`src/rtl/fifo_pkg.sv`:
```
// Shared definitions for the nibble FIFO and its downstream packer.
package fifo_pkg;

  // Packer control state: normal collection or draining a partial word.
  typedef enum logic {
    COLLECT = 1'b0,
    FLUSH   = 1'b1
  } state_t;

  // Data width of the upstream FIFO.
  localparam int FIFO_DW = 4;

  // Width of the accepted-word counter.
  localparam int WCNT_W = 16;

endpackage

```
`src/rtl/lane_insert.sv`:
```
// Places one nibble into lane position k of an otherwise zero word.
// k is the arrival order inside the word; LSB_FIRST picks the lane direction.
// A k outside 0..LANES-1 yields an all-zero word.
module lane_insert #(
  parameter int DIN_W     = 4,
  parameter int LANES     = 2,
  parameter int LSB_FIRST = 1,
  parameter int KW        = 2
) (
  input  logic [DIN_W-1:0]       nib,
  input  logic [KW-1:0]          k,
  output logic [DIN_W*LANES-1:0] word
);

  // Route the nibble to the lane that matches its arrival order.
  always_comb begin
    word = '0;
    for (int i = 0; i < LANES; i++) begin
      word[i*DIN_W +: DIN_W] =
        (k == KW'((LSB_FIRST != 0) ? i : (LANES - 1 - i))) ? nib : {DIN_W{1'b0}};
    end
  end

endmodule

```
`src/rtl/fifo_nibble_packer.sv`:
```
// Drains a 1-cycle-latency FIFO read port, packs LANES nibbles per word and
// presents words on a valid/ready port. A flush emits a zero-padded partial word.
module fifo_nibble_packer
  import fifo_pkg::*;
#(
  parameter int DIN_W     = FIFO_DW,
  parameter int LANES     = 2,
  parameter int LSB_FIRST = 1
) (
  input  logic                   clk,
  input  logic                   rst,
  input  logic                   fifo_empty,
  output logic                   fifo_rd_en,
  input  logic [DIN_W-1:0]       fifo_dout,
  input  logic                   flush,
  output logic [DIN_W*LANES-1:0] out_data,
  output logic                   out_valid,
  input  logic                   out_ready,
  output logic                   out_partial,
  output logic [WCNT_W-1:0]      word_cnt
);

  localparam int CW = $clog2(LANES + 1);
  localparam int OW = DIN_W * LANES;

  state_t          state_r, state_nx_s;
  logic [CW-1:0]   cnt_r, cnt_nx_s;
  logic            inflight_r;
  logic [OW-1:0]   asm_r, asm_nx_s;
  logic [OW-1:0]   ins_word_s, merged_s;
  logic            out_free_s;
  logic            emit_s, emit_partial_s;
  logic [OW-1:0]   emit_word_s;

  // The returning nibble always lands at position cnt of the word being built.
  lane_insert #(
    .DIN_W    (DIN_W),
    .LANES    (LANES),
    .LSB_FIRST(LSB_FIRST),
    .KW       (CW)
  ) u_lane_insert (
    .nib (fifo_dout),
    .k   (cnt_r),
    .word(ins_word_s)
  );

  assign merged_s   = asm_r | ins_word_s;
  assign out_free_s = !out_valid || out_ready;

  // Capture, word hand-off and flush sequencing.
  always_comb begin
    state_nx_s     = state_r;
    cnt_nx_s       = cnt_r;
    asm_nx_s       = asm_r;
    emit_s         = 1'b0;
    emit_word_s    = asm_r;
    emit_partial_s = 1'b0;

    if (inflight_r) begin
      // Nibble returning from the FIFO this cycle.
      if ((cnt_r == CW'(LANES - 1)) && out_free_s) begin
        emit_s      = 1'b1;
        emit_word_s = merged_s;
        cnt_nx_s    = '0;
        asm_nx_s    = '0;
      end else begin
        cnt_nx_s = cnt_r + CW'(1);
        asm_nx_s = merged_s;
      end
    end else if (cnt_r == CW'(LANES)) begin
      // A complete word waiting for the output register.
      if (out_free_s) begin
        emit_s      = 1'b1;
        emit_word_s = asm_r;
        cnt_nx_s    = '0;
        asm_nx_s    = '0;
      end else begin
        cnt_nx_s = cnt_r;
      end
    end else if ((cnt_r != '0) && ((state_r == FLUSH) || flush)) begin
      // Partial word requested out; unfilled lanes are already zero.
      if (out_free_s) begin
        emit_s         = 1'b1;
        emit_word_s    = asm_r;
        emit_partial_s = 1'b1;
        cnt_nx_s       = '0;
        asm_nx_s       = '0;
      end else begin
        cnt_nx_s = cnt_r;
      end
    end else begin
      cnt_nx_s = cnt_r;
    end

    case (state_r)
      COLLECT: begin
        // An immediate partial emission already drained everything.
        if (flush && ((cnt_r != '0) || inflight_r) && !(emit_s && emit_partial_s)) begin
          state_nx_s = FLUSH;
        end else begin
          state_nx_s = COLLECT;
        end
      end
      FLUSH: begin
        if (emit_s || (!inflight_r && (cnt_r == '0))) begin
          state_nx_s = COLLECT;
        end else begin
          state_nx_s = FLUSH;
        end
      end
      default: state_nx_s = COLLECT;
    endcase
  end

  // Read whenever the post-cycle occupancy leaves room for one more nibble.
  always_comb begin
    fifo_rd_en = !rst && !fifo_empty && (state_r == COLLECT) && (cnt_nx_s < CW'(LANES));
  end

  // State, assembly and output registers; a read pending across reset is dropped.
  always_ff @(posedge clk) begin
    if (rst) begin
      state_r     <= COLLECT;
      cnt_r       <= '0;
      inflight_r  <= 1'b0;
      asm_r       <= '0;
      out_data    <= '0;
      out_valid   <= 1'b0;
      out_partial <= 1'b0;
      word_cnt    <= '0;
    end else begin
      state_r    <= state_nx_s;
      cnt_r      <= cnt_nx_s;
      inflight_r <= fifo_rd_en;
      asm_r      <= asm_nx_s;
      if (emit_s) begin
        out_data    <= emit_word_s;
        out_valid   <= 1'b1;
        out_partial <= emit_partial_s;
      end else if (out_ready) begin
        out_valid   <= 1'b0;
        out_partial <= 1'b0;
      end else begin
        out_valid   <= out_valid;
        out_partial <= out_partial;
      end
      if (out_valid && out_ready) begin
        word_cnt <= word_cnt + WCNT_W'(1);
      end else begin
        word_cnt <= word_cnt;
      end
    end
  end

endmodule

```
`config.mk`:
```
export PLATFORM = sky130hd
export DESIGN_NAME = fifo_nibble_packer
export DESIGN_NICKNAME = d
export VERILOG_FILES = /design/src/rtl/fifo_pkg.sv /design/src/rtl/lane_insert.sv /design/src/rtl/fifo_nibble_packer.sv
export SDC_FILE = /design/constraint.sdc
export NUM_CORES = 1
export LEC_CHECK = 0
export BUFFER_PORTS_ARGS = -buffer_cell sky130_fd_sc_hd__buf_2
export CORE_MARGIN = 4
export CORE_UTILIZATION = 45
export CTS_CLUSTER_DIAMETER = 150
export DETAILED_ROUTE_END_ITERATION = 10
export PLACE_DENSITY_LB_ADDON = 0.25
export SLEW_MARGIN = 20
export SYNTH_ARGS = -nofsm -noshare
export SYNTH_HDL_FRONTEND = slang
export SYNTH_SLANG_ARGS = --single-unit
export TNS_END_PERCENT = 50
```
`constraint.sdc`:
```
create_clock -name clk -period 2.52 [get_ports clk]
set_clock_uncertainty 0.2 [all_clocks]
set_input_delay 0.504 -clock clk [delete_from_list [all_inputs] [get_ports clk]]
set_output_delay 0.504 -clock clk [all_outputs]
set_load 0.05 [all_outputs]
```
Word level (Yosys, flattened, before mapping):

Index checks and enable logic that the tools add are counted.

* latch bits: 0
* input bits: 9
* word-level logic and storage cells: 65
* output and inout bits: 27
* memories: 0
* ROM bits: 0
* bits in writable memories: 0
* register bits: 38

* reduce and logical (&&, ||, !) cells: 23
* multiplexer cells: 27
* order comparisons: 1
* shift-type cells: 0
* add/subtract/negate cells: 2
* divide/modulo/power cells: 0
* eq/ne operators: 2
* bitwise logic cells: 2
* multiply operators: 0

Operators by type and width (count)
* $mux W8: 7
* $add A16 B1 Y16 const B: 1
* $mux W1: 12
* $logic_and A1 B1 Y1: 10
* $mux W2: 5
* $mux W4: 2
* $or A8 B8 Y8: 1
* $logic_not A1 Y1: 5
* $logic_or A1 B1 Y1: 4
* $reduce_bool A2 Y1: 2
* $reduce_bool A3 Y1: 1
* $add A2 B1 Y2 const B: 1
* $eq A2 B1 Y1 const B: 1
* $eq A2 B2 Y1 const B: 1
* $logic_not A2 Y1: 1
* $lt A2 B2 Y1 const B: 1
* $pmux W1 S2: 1
* $not A1 Y1: 1

Longest topological paths before layout:

* word-level depth: 11
* mapped depth: 6
* gate-level depth less buffers: 5

Hierarchy:

Synthesis repeated with hierarchy kept, for this count alone.

* cell total of the unflattened synthesis: 192
* area, all modules: 1701.6 um^2

By module, submodules not included
* fifo_nibble_packer: area each 1636.6 um^2, seq. area each 760.7 um^2, cells an instance 184, instances 1
* lane_insert: area each 65.1 um^2, seq. area each 0.0 um^2, cells an instance 8, instances 1

Worst setup path after synthesis:

OpenSTA, ideal clock, no wires.

* kind: reg2out
* start point: register out_valid
* end point: output fifo_rd_en
* arrival: 2.534 ns
* cell stages (with the launch flop): 5
* slack: -0.718 ns
* cell sequence: dfxtp_1 -> nand2b_1 -> o31ai_1 -> a22o_2 -> nor4_1

* longest elaborated chain between the ends: 8
* elaborated cells between the ends (all ways): 10
* those cells by class: 1 x order compare; 5 x mux; 4 x reduce/logical

RTL lines
* start: declaration: RTL line fifo_nibble_packer.sv:17 `output logic out_valid,`
* start signal: assignment: RTL line fifo_nibble_packer.sv:144 `out_valid <= out_valid;`
* $logic_not A1 Y1 *: RTL line fifo_nibble_packer.sv:48 `assign out_free_s = !out_valid || out_ready;`
* $logic_or A1 B1 Y1 *: RTL line fifo_nibble_packer.sv:48
* $mux W2: RTL line fifo_nibble_packer.sv:72, fifo_nibble_packer.sv:82
* $mux W2: RTL line fifo_nibble_packer.sv:80 `end else if ((cnt_r != '0) && ((state_r == FLUSH) || flush)) begin`
* $mux W2: RTL line fifo_nibble_packer.sv:70 `end else if (cnt_r == CW'(LANES)) begin`
* $mux W2 *: RTL line fifo_nibble_packer.sv:59 `if (inflight_r) begin`
* $lt A2 B2 Y1 *: RTL line fifo_nibble_packer.sv:117 `fifo_rd_en = !rst && !fifo_empty && (state_r == COLLECT) && (cnt_nx_s < CW'(LANES));`
* $logic_and A1 B1 Y1 *: RTL line fifo_nibble_packer.sv:117
* end: declaration: RTL line fifo_nibble_packer.sv:13 `output logic fifo_rd_en,`

Mark *: on every way between the ends. The rest lies on a longest branch, timed or not.

Worst setup path after layout:

* start point: register state_r
* end point: output fifo_rd_en

* longest elaborated chain between the ends: 7
* elaborated cells between the ends (all ways): 9
* those cells by class: 1 x order compare; 3 x mux; 1 x bitwise; 4 x reduce/logical

RTL lines
* start: declaration: RTL line fifo_nibble_packer.sv:26 `state_t state_r, state_nx_s;`
* start signal: assignment: RTL line fifo_nibble_packer.sv:132 `state_r <= state_nx_s;`
* $logic_or A1 B1 Y1: RTL line fifo_nibble_packer.sv:80
* $logic_and A1 B1 Y1: RTL line fifo_nibble_packer.sv:80
* $mux W2: RTL line fifo_nibble_packer.sv:80
* $mux W2: RTL line fifo_nibble_packer.sv:70
* $mux W2: RTL line fifo_nibble_packer.sv:59
* $lt A2 B2 Y1: RTL line fifo_nibble_packer.sv:117
* $logic_and A1 B1 Y1 *: RTL line fifo_nibble_packer.sv:117

Marks and branches as above.

==> flow_summary.ini <==
[run_status]
status = completed

[synthesis]
ys_seq_elements = 38
synth_area_leader_cell = dfxtp_1
synth_top_area_share_pct = 45.5
syn_inst = 174
netlist_area_um2 = 1670
synthArstFlopShare_pct = 0
ys.flop_type = dfxtp_1
yosysWarnings = 0
synth_cell_types = 44
synthTopCellsByArea = dfxtp_1, nor2_1, mux2i_1, xor2_1, a211oi_2
synth_edf_count = 0
avgSynthCellArea_um2 = 9.61
synth_seq_area_share_pct = 45.5
syn-num-nets = 184

[clock_tree]
cts_made_buffers = 5
cts_buffer_depth = 2
cts_root_buf = clkbuf_8
cts_tree = done
clock_latency_ps = 290
path_clk_slew_ps = 70
clkSinkCount = 38
ctsHoldBuffers = 0
cts_max_level = 2

[grt]
grt.total_usage_pct = 17.4
grt_max_degree = 34
gr-total-overflow = 0
grt_pass1_wl_um = 6130
grt_pass1_vias = 1403
grt_antenna_before_repair = 0

[timing]
max_clock_freq_mhz = 405
hold_viol_final = 0
finalSetupTns_ps = 0
drv_slew = 0
rsz0062_at_grt = no
period_minus_slack_ps = 2470
max_slew_margin_pct = 64.7
setup_viol = 0
finalCritPeriodShare_pct = 98.0
worstMarginPinSlew_ps = 524

[power]
ir_worst_vdd_mv = 0.447
power.density_nw_per_um2 = 575
p_leak_nw = 0.838

[cells_and_area]
n_antenna_cell = 0
fin_nets = 228
fin_cells = 265
fin_util_pct = 59.2
areaGrowthSynthToFinish_pct = 22.7
drive_gt1_share_pct = 32.4

[worst_setup_path]
critPathMaxStageDelay_ps = 650
slowest_stage = or4b_2
startpoint_type = flip-flop
path_delay_family = simple AND/OR/NAND/NOR gates
r2r_slack_ps = 630
critPathKind = reg2out
cp.required_ps = 1820
path_cells = or4b_2, o31ai_1, a22o_2, nor4_4, buf_6
cp.arrival_ps = 1770
endpoint_kind = output pin
crit_buf_inv = 1
cp_max_fo = 2

[floorplan]
pin_count = 36
die_y_um = 69.0
initial_core_util_pct = 48.2
std_cell_rows = 21
core_um2 = 3470
die_area_um2 = 4760
die_w_um = 69.0

[min_path]
worst_hold_path_type = in2reg

[drt]
final_antenna_net_count = 0
vias = 1398
firstDrtPassIters = 4
wirelength_um = 3580
drcViolationCount = 0
initialDrtViolationCount = 94
wl_per_cell_um = 13.5
detail_route.vias_per_cell = 5.28

[place]
place_hpwl_um = 2630
placed_cells = 255
gp_congestion = 0.828
io_buffers = 35

[flow_run]
drv_cap = 0
==> registers in the layout (all words and copies together), names as in the netlist <==
name         flops
word_cnt        16
out_data         8
cnt_r            2
inflight_r       1
out_valid        1
out_partial      1
state_r          1
asm_r            8
==> worst paths after layout <==
check                                               from                        end  cells after the start
worst max register to register  word_cnt[5]$_SDFFE_PP0P_  word_cnt[15]$_SDFFE_PP0P_                      4
worst max-delay path                  state_r$_SDFF_PP0_                 fifo_rd_en                      5
worst min register to register     asm_r[7]$_SDFFE_PP0P_      asm_r[7]$_SDFFE_PP0P_                      2
worst min-delay path                          fifo_empty      inflight_r$_SDFF_PP0_                      2
==> through the flow <==
step | hold slack, ps | instance area, um^2 | power (W) | setup slack (ps)
finish | 227 | 2050 | 0.00118 | 49.9
global route | 226 | 2050 | 0.00123 | 7.91
CTS | 221 | 2040 | 0.00119 | 8.62
detailed placement | 257 | 1940 | 0.000767 | 14.1
global placement | 246 | 1940 | 0.000763 | 51.0
floorplan | 237 | 1690 | 0.000732 | 181
==> where the power goes <==
part           switching (W)  total [W]  internal [W]
logic              0.0000844   0.000129     0.0000445
clock network       0.000205   0.000425      0.000220
registers          0.0000103   0.000626      0.000615
==> cells in the final DEF, fill, tap and decap left out, types with 2 or more instances in the layout <==
cell      count
buf_4        12
nand2_1       5
a211oi_2      4
nand2b_1      2
nor3_1        3
a31oi_1       4
dfxtp_1      38
a21oi_1       8
nand4_1       5
clkbuf_8      6
mux2_2        3
mux2i_1       6
a41oi_1       4
inv_1         3
o31ai_1       2
nor4_1        2
xnor2_1       4
nor2b_1       5
nand3_1       3
xor2_1        6
buf_2        34
o21ai_0       2
nor2_1       35
==> cells in the mapped netlist, types with 2 or more instances <==
master,number
a211oi_2,4
a21oi_1,8
a31oi_1,4
a41oi_1,4
buf_2,3
buf_6,2
clkbuf_1,3
dfxtp_1,38
inv_1,3
mux2_2,3
mux2i_1,6
nand2_1,5
nand2b_1,2
nand3_1,3
nand4_1,5
nor2_1,35
nor2b_1,5
nor3_1,3
nor4_1,3
o21ai_0,2
o31ai_1,2
xnor2_1,4
xor2_1,6
==> logic make-up (layout without fill, tap and decap cells) <==
kind of cell,count (synthesis),in the layout,synth area share [%]
buffers and inverters,13,58,4.26
XOR/XNOR,10,10,5.24
flip-flops,38,38,45.5
adder cells (fa/ha/maj),1,1,0.748
AND/OR/NAND/NOR,74,74,24.4
multiplexers,9,9,5.61
AO/OA/AOI/OAI,29,29,14.3
==> layout make-up <==
class | instances | area, um^2
Timing Repair Buffer | 47 | 272
Fill cell | 335 | 1420
Multi-Input combinational cell | 123 | 856
Clock inverter | 2 | 12.5
Clock buffer | 6 | 82.6
Inverter | 3 | 11.3
Tap cell | 46 | 57.6
Sequential cell | 38 | 761
==> metal layers <==
metal  track usage (%)  part of all wire, %
met5                 0                    0
met4              8.52                  1.2
met3              3.89                  4.7
met2              28.0                   48
met1              21.8                   46
==> repair_timing <==
| action | 4_1_cts | 5_1_grt |
|---|---|---|
| endpoints found under the setup margin | 1 | 1 |
| gates resized for setup | 1 | 1 |
| buffers inserted | 1 | 1 |
| pin swaps | 1 | 1 |
| endpoints found under the hold margin | 0 | 0 |
Note: power is estimated with default switching activity, not from simulation.
